[src/rtl/pass_verifier.sv]
// pass_verifier: keypad password checker with timed unlock, failure counting, entry timeout and optional lockout
// Build option: define LOCKOUT_EN to include the lockout state and its timer; otherwise locked_out is tied low.
// Ports: clk, reset (sync, active-high); key_valid/key_digit/key_clear from the keypad decoder;
//   password (first digit in MSBs); unlock, pass_ok, pass_fail, locked_out, digit_count, fail_count
//   to the lock actuator and status display. All outputs are registered.
module pass_verifier #(
  parameter int DIGITS         = 4,
  parameter int DIGIT_W        = 4,
  parameter int MAX_FAIL       = 3,
  parameter int OPEN_CYCLES    = 1000,
  parameter int LOCKOUT_CYCLES = 5000,
  parameter int TIMEOUT_CYCLES = 2000
) (
  input  logic                             clk,
  input  logic                             reset,
  input  logic                             key_valid,
  input  logic [DIGIT_W-1:0]               key_digit,
  input  logic                             key_clear,
  input  logic [DIGITS*DIGIT_W-1:0]        password,
  output logic                             unlock,
  output logic                             pass_ok,
  output logic                             pass_fail,
  output logic                             locked_out,
  output logic [$clog2(DIGITS+1)-1:0]      digit_count,
  output logic [$clog2(MAX_FAIL+1)-1:0]    fail_count
);
  localparam int PW = DIGITS * DIGIT_W;
  localparam int CW = $clog2(DIGITS + 1);
  localparam int FW = $clog2(MAX_FAIL + 1);
  localparam int OW = $clog2(OPEN_CYCLES + 1);
  localparam int TW = TIMEOUT_CYCLES > 0 ? $clog2(TIMEOUT_CYCLES + 1) : 1;
  typedef enum logic [1:0] {ENTRY, CHECK, OPEN, LOCKOUT} state_t;
  state_t         state_q, state_d;
  logic [PW-1:0]  entry_q, entry_d;
  logic [CW-1:0]  cnt_q, cnt_d;
  logic [FW-1:0]  fail_q, fail_d, fail_inc;
  logic [OW-1:0]  open_t_q, open_t_d;
  logic [TW-1:0]  idle_q, idle_d;
  logic           unlock_q, unlock_d, ok_q, ok_d, bad_q, bad_d;
`ifdef LOCKOUT_EN
  localparam int LW = $clog2(LOCKOUT_CYCLES + 1);
  logic [LW-1:0]  lock_t_q, lock_t_d;
  logic           lock_q, lock_d;
`endif
  assign fail_inc = fail_q == FW'(MAX_FAIL) ? fail_q : fail_q + 1'b1;
  always_comb begin
    state_d  = state_q;
    entry_d  = entry_q;
    cnt_d    = cnt_q;
    fail_d   = fail_q;
    open_t_d = open_t_q;
    idle_d   = idle_q;
    unlock_d = unlock_q;
    ok_d     = 1'b0;
    bad_d    = 1'b0;
`ifdef LOCKOUT_EN
    lock_t_d = lock_t_q;
    lock_d   = lock_q;
`endif
    case (state_q)
      ENTRY: begin
        // a full buffer is handed to CHECK on the following edge; keys are not taken meanwhile
        if (cnt_q == CW'(DIGITS)) begin
          state_d = CHECK;
          idle_d  = '0;
        end else if (key_clear) begin
          entry_d = '0;
          cnt_d   = '0;
          idle_d  = '0;
        end else if (key_valid) begin
          entry_d = (entry_q << DIGIT_W) | PW'(key_digit);
          cnt_d   = cnt_q + 1'b1;
          idle_d  = '0;
        end else if (TIMEOUT_CYCLES > 0 && cnt_q != '0) begin
          idle_d  = idle_q == TW'(TIMEOUT_CYCLES - 1) ? '0 : idle_q + 1'b1;
          entry_d = idle_q == TW'(TIMEOUT_CYCLES - 1) ? '0 : entry_q;
          cnt_d   = idle_q == TW'(TIMEOUT_CYCLES - 1) ? '0 : cnt_q;
        end
      end
      CHECK: begin
        entry_d = '0;
        cnt_d   = '0;
        if (entry_q == password) begin
          state_d  = OPEN;
          ok_d     = 1'b1;
          unlock_d = 1'b1;
          fail_d   = '0;
          open_t_d = '0;
        end else begin
          state_d = ENTRY;
          bad_d   = 1'b1;
          fail_d  = fail_inc;
`ifdef LOCKOUT_EN
          if (fail_inc == FW'(MAX_FAIL)) begin
            state_d  = LOCKOUT;
            lock_d   = 1'b1;
            lock_t_d = '0;
          end
`endif
        end
      end
      OPEN: begin
        if (key_clear || open_t_q == OW'(OPEN_CYCLES - 1)) begin
          state_d  = ENTRY;
          unlock_d = 1'b0;
          open_t_d = '0;
        end else begin
          open_t_d = open_t_q + 1'b1;
        end
      end
`ifdef LOCKOUT_EN
      LOCKOUT: begin
        if (lock_t_q == LW'(LOCKOUT_CYCLES - 1)) begin
          state_d  = ENTRY;
          lock_d   = 1'b0;
          lock_t_d = '0;
          fail_d   = '0;
        end else begin
          lock_t_d = lock_t_q + 1'b1;
        end
      end
`endif
      default: state_d = ENTRY;
    endcase
  end
  always_ff @(posedge clk) begin
    if (reset) begin
      state_q  <= ENTRY;
      entry_q  <= '0;
      cnt_q    <= '0;
      fail_q   <= '0;
      open_t_q <= '0;
      idle_q   <= '0;
      unlock_q <= 1'b0;
      ok_q     <= 1'b0;
      bad_q    <= 1'b0;
    end else begin
      state_q  <= state_d;
      entry_q  <= entry_d;
      cnt_q    <= cnt_d;
      fail_q   <= fail_d;
      open_t_q <= open_t_d;
      idle_q   <= idle_d;
      unlock_q <= unlock_d;
      ok_q     <= ok_d;
      bad_q    <= bad_d;
    end
  end
`ifdef LOCKOUT_EN
  always_ff @(posedge clk) begin
    if (reset) begin
      lock_t_q <= '0;
      lock_q   <= 1'b0;
    end else begin
      lock_t_q <= lock_t_d;
      lock_q   <= lock_d;
    end
  end
  assign locked_out = lock_q;
`else
  assign locked_out = 1'b0;
`endif
  assign unlock      = unlock_q;
  assign pass_ok     = ok_q;
  assign pass_fail   = bad_q;
  assign digit_count = cnt_q;
  assign fail_count  = fail_q;
endmodule

[config.mk]
export PLATFORM = sky130hd
export DESIGN_NAME = pass_verifier
export DESIGN_NICKNAME = d
export VERILOG_FILES = /design/src/rtl/pass_verifier.sv
export SDC_FILE = /design/constraint.sdc
export NUM_CORES = 1
export LEC_CHECK = 0
export BUFFER_PORTS_ARGS = -buffer_cell sky130_fd_sc_hd__buf_2
export CORE_ASPECT_RATIO = 1.25
export CORE_MARGIN = 2
export CORE_UTILIZATION = 51
export DETAILED_ROUTE_END_ITERATION = 10
export PLACE_DENSITY = 0.72
export RECOVER_POWER = 100
export SLEW_MARGIN = 20
export SYNTH_ARGS = -nofsm -noshare
export SYNTH_HDL_FRONTEND = slang
export SYNTH_SLANG_ARGS = --single-unit
[constraint.sdc]
create_clock -name clk -period 2.8 [get_ports clk]
set_clock_uncertainty 0.1 [all_clocks]
set_input_delay 0.7 -clock clk [delete_from_list [all_inputs] [get_ports clk]]
set_output_delay 0.7 -clock clk [all_outputs]
set_load 0.1 [all_outputs]
==> flow_metrics.tcl <==
set metrics [dict create \
    outcome "finished clean" \
    dieArea_mm2 0.00529 \
    crit_buf_inv 1 \
    synth_top_family_by_area "simple AND/OR/NAND/NOR gates" \
    synth-edff-count 0 \
    synth_ff_type "dfxtp_1" \
    cts_setup_buffers 0 \
    required_ps 2000 \
    clock_path_buffers 2 \
    grt_overflow_total 0 \
    powerDensity_mw_per_mm2 458 \
    setup_viol 0 \
    crit_path_max_incr_delay_ps 890 \
    ant_nets 0 \
    ctsHoldBuffers 0 \
    vias 2139 \
    async_reset_ff_share_pct 0 \
    dr.pass1.iters 4 \
    synth_area_mm2 0.00241 \
    die_w_um 65.5 \
    start_kind "register" \
    synth_top_cell_by_area "dfxtp_1" \
    worst_slew_pin_slew_ps 1180 \
    synth_area_leaders "dfxtp_1 39%, a21oi_1 6.9%, xor2_1 6.2%, nand3_1 5.8%, nand2_1 5.5%" \
    core_mm2 0.00446 \
    finalCriticalPeriod_ps 2420 \
    antenna_found_initial 0 \
    port_buffers 31 \
    wl_mm 4.85 \
    min-delay-path-class "register to register" \
    synth_mux_area_share_pct 0.831 \
    avgRoutedWirePerCell_um 12.7 \
    synth_top_area_share_pct 39.1 \
    finalCritPeriodShare_pct 86.5 \
    synth.distinct_cells 47 \
    cp-end-kind "output port" \
    remaining_drc_errors 0 \
    cts_resized 0 \
    fmax_mhz 413 \
    area_growth_pct 11.0 \
    grt_pass1_vias 2036 \
    dieHeight_um 80.8 \
    worst-setup-path-type "register to output port" \
    grtUsageTotal_pct 20.1 \
    crit_slowest_cell "clkbuf_1" \
    fin_setup_tns_ps 0 \
    initial_core_util_pct 54.0 \
    synth.yosys.seq_area_share_pct 39.1 \
    clock_tree.root_cell "clkbuf_8" \
    drive_above_1_share_pct 13.0 \
    syn_area_per_cell_um2 8.25 \
    path_delay_family "buffers and inverters" \
    relSlewSlack_pct 22.0 \
    synth-seq-cells 47 \
    numCtsBuffers 5 \
    synthAdderAreaFrac_pct 2.60 \
    clkTransAtPathRegs_ps 80 \
    synth-compound-area-share_pct 17.6 \
    n_fill_cell 450 \
    max_cap_violations 0 \
    rsz0062_at_grt "false" \
    grt_max_degree 26 \
    synthSimpleGateAreaFrac_pct 28.1 \
    place_congestion 0.796 \
    yosys.area_share.xor_xnor_pct 6.91 \
    cts_tree "done" \
    hpwl_mm 3.57 \
    arrival_ps 1620 \
    grt_pass1_wl_mm 8.42 \
    viasPerCell 5.61 \
    ys_warn_count 0 \
    io-pin-count 33 \
    cts_sinks 47 \
    nets 351 \
    p_leak_nw 0.950 \
    path_cells "clkbuf_1" \
    syn_inst 292 \
    hold_ws_ps 364 \
    hold_violations 0 \
    post-synth-top-count-cell "dfxtp_1" \
    antenna_cells 0 \
    row_count 27 \
    insertion_delay_ps 300 \
    crit_path_max_fanout 6 \
    netlist_top_cells_count "47 x dfxtp_1, 35 x nand2_1, 33 x a21oi_1, 28 x nand3_1, 17 x xor2_1" \
    slew_violations 0 \
    synth_nets 321 \
    drt-initial-drc-count 77 \
    ir_drop_v 0.000237 \
    h-tree-depth 2 \
]
==> worst paths after layout <==
kind	slack [ps]	depth (start not counted)	endpoint	startpoint
max reg2reg	550	7	idle_q[8]$_SDFFE_PP0P_	digit_count[0]$_SDFFE_PP0P_
min reg2reg	360	2	entry_q[13]$_SDFFE_PP0P_	entry_q[13]$_SDFFE_PP0P_
max	380	1	digit_count[2]	digit_count[2]$_SDFFE_PP0P_
min	360	2	entry_q[13]$_SDFFE_PP0P_	entry_q[13]$_SDFFE_PP0P_
==> final cells by class <==
type / instances / area [um^2] / share of cell area (%)
multi-input cells: 222 / 1350 / 50.3
inverters: 10 / 37.5 / 1.40
well taps: 58 / 72.6 / 2.72
repair buffers: 36 / 176 / 6.60
clock buffers: 8 / 100 / 3.75
flip-flops and latches: 47 / 941 / 35.2
==> logic make-up after synthesis <==
group / count (synthesis)
AND/OR/NAND/NOR: 127
AO/OA/AOI/OAI: 68
flip-flops: 47
buffers and inverters: 23
XOR/XNOR: 19
adder cells (fa/ha/maj): 5
multiplexers: 2
other: 1
==> power by group <==
part           internal, mW  switching [mW]  total (mW)  leakage [nW]
registers             0.671         0.00336       0.675         0.379
logic                0.0347          0.0726       0.107         0.520
clock network         0.225           0.215       0.441        0.0515
total                 0.931           0.291        1.22         0.950
==> metal layers <==
metal	GRT usage (%)	vias up	routed length, um
li1	-	1104	-
met1	23.6	1003	2190
met2	35.0	26	2420
met3	4.02	6	158
met4	9.17	0	80
met5	0	-	0
==> worst reg2reg max path: cells and delay by family (launching register included) <==
family,cells,cell delay [ps]
DFF,1,370
and+or+nand+nor,2,670
AOI/OAI and AO/OA,3,730
buffers and inverters,1,70
adders and majority gates,1,240
==> layout by cell type, fill, tap and decap left out, types with 5 or more instances in the layout <==
cell / netlist / final
dfxtp_1: 47 / 47
nand2_1: 35 / 36
a21oi_1: 33 / 33
nand3_1: 28 / 28
buf_2: 1 / 23
xor2_1: 17 / 17
o21ai_0: 11 / 12
nor2_1: 11 / 11
inv_1: 10 / 10
clkbuf_1: 6 / 10
nor4_1: 8 / 8
clkbuf_8: 0 / 7
a31oi_1: 6 / 6
nand2b_1: 5 / 5
and3_1: 5 / 5
ha_1: 5 / 5
==> flip-flops by register name, summed over array words and instances (netlist names) <==
name         count
digit_count      3
entry_q         16
fail_count       2
idle_q          11
open_t_q        10
pass_fail        1
pass_ok          1
state_q          2
unlock           1
==> through the flow <==
| stage | util (%) | area (um^2) | std cells | worst slack, ps | power, mW |
|---|---|---|---|---|---|
| detailed placement | 58.2 | 2600 | 373 | 347 | 0.800 |
| CTS | 60.5 | 2700 | 381 | 549 | 1.24 |
| global placement | 58.2 | 2600 | 373 | 356 | 0.800 |
| finish | 59.9 | 2670 | 381 | 377 | 1.22 |
| floorplan | - | 2410 | 292 | 74.5 | 0.768 |
| global route | 59.9 | 2670 | 381 | 309 | 1.27 |
Note: power is estimated with default switching activity, not from simulation.
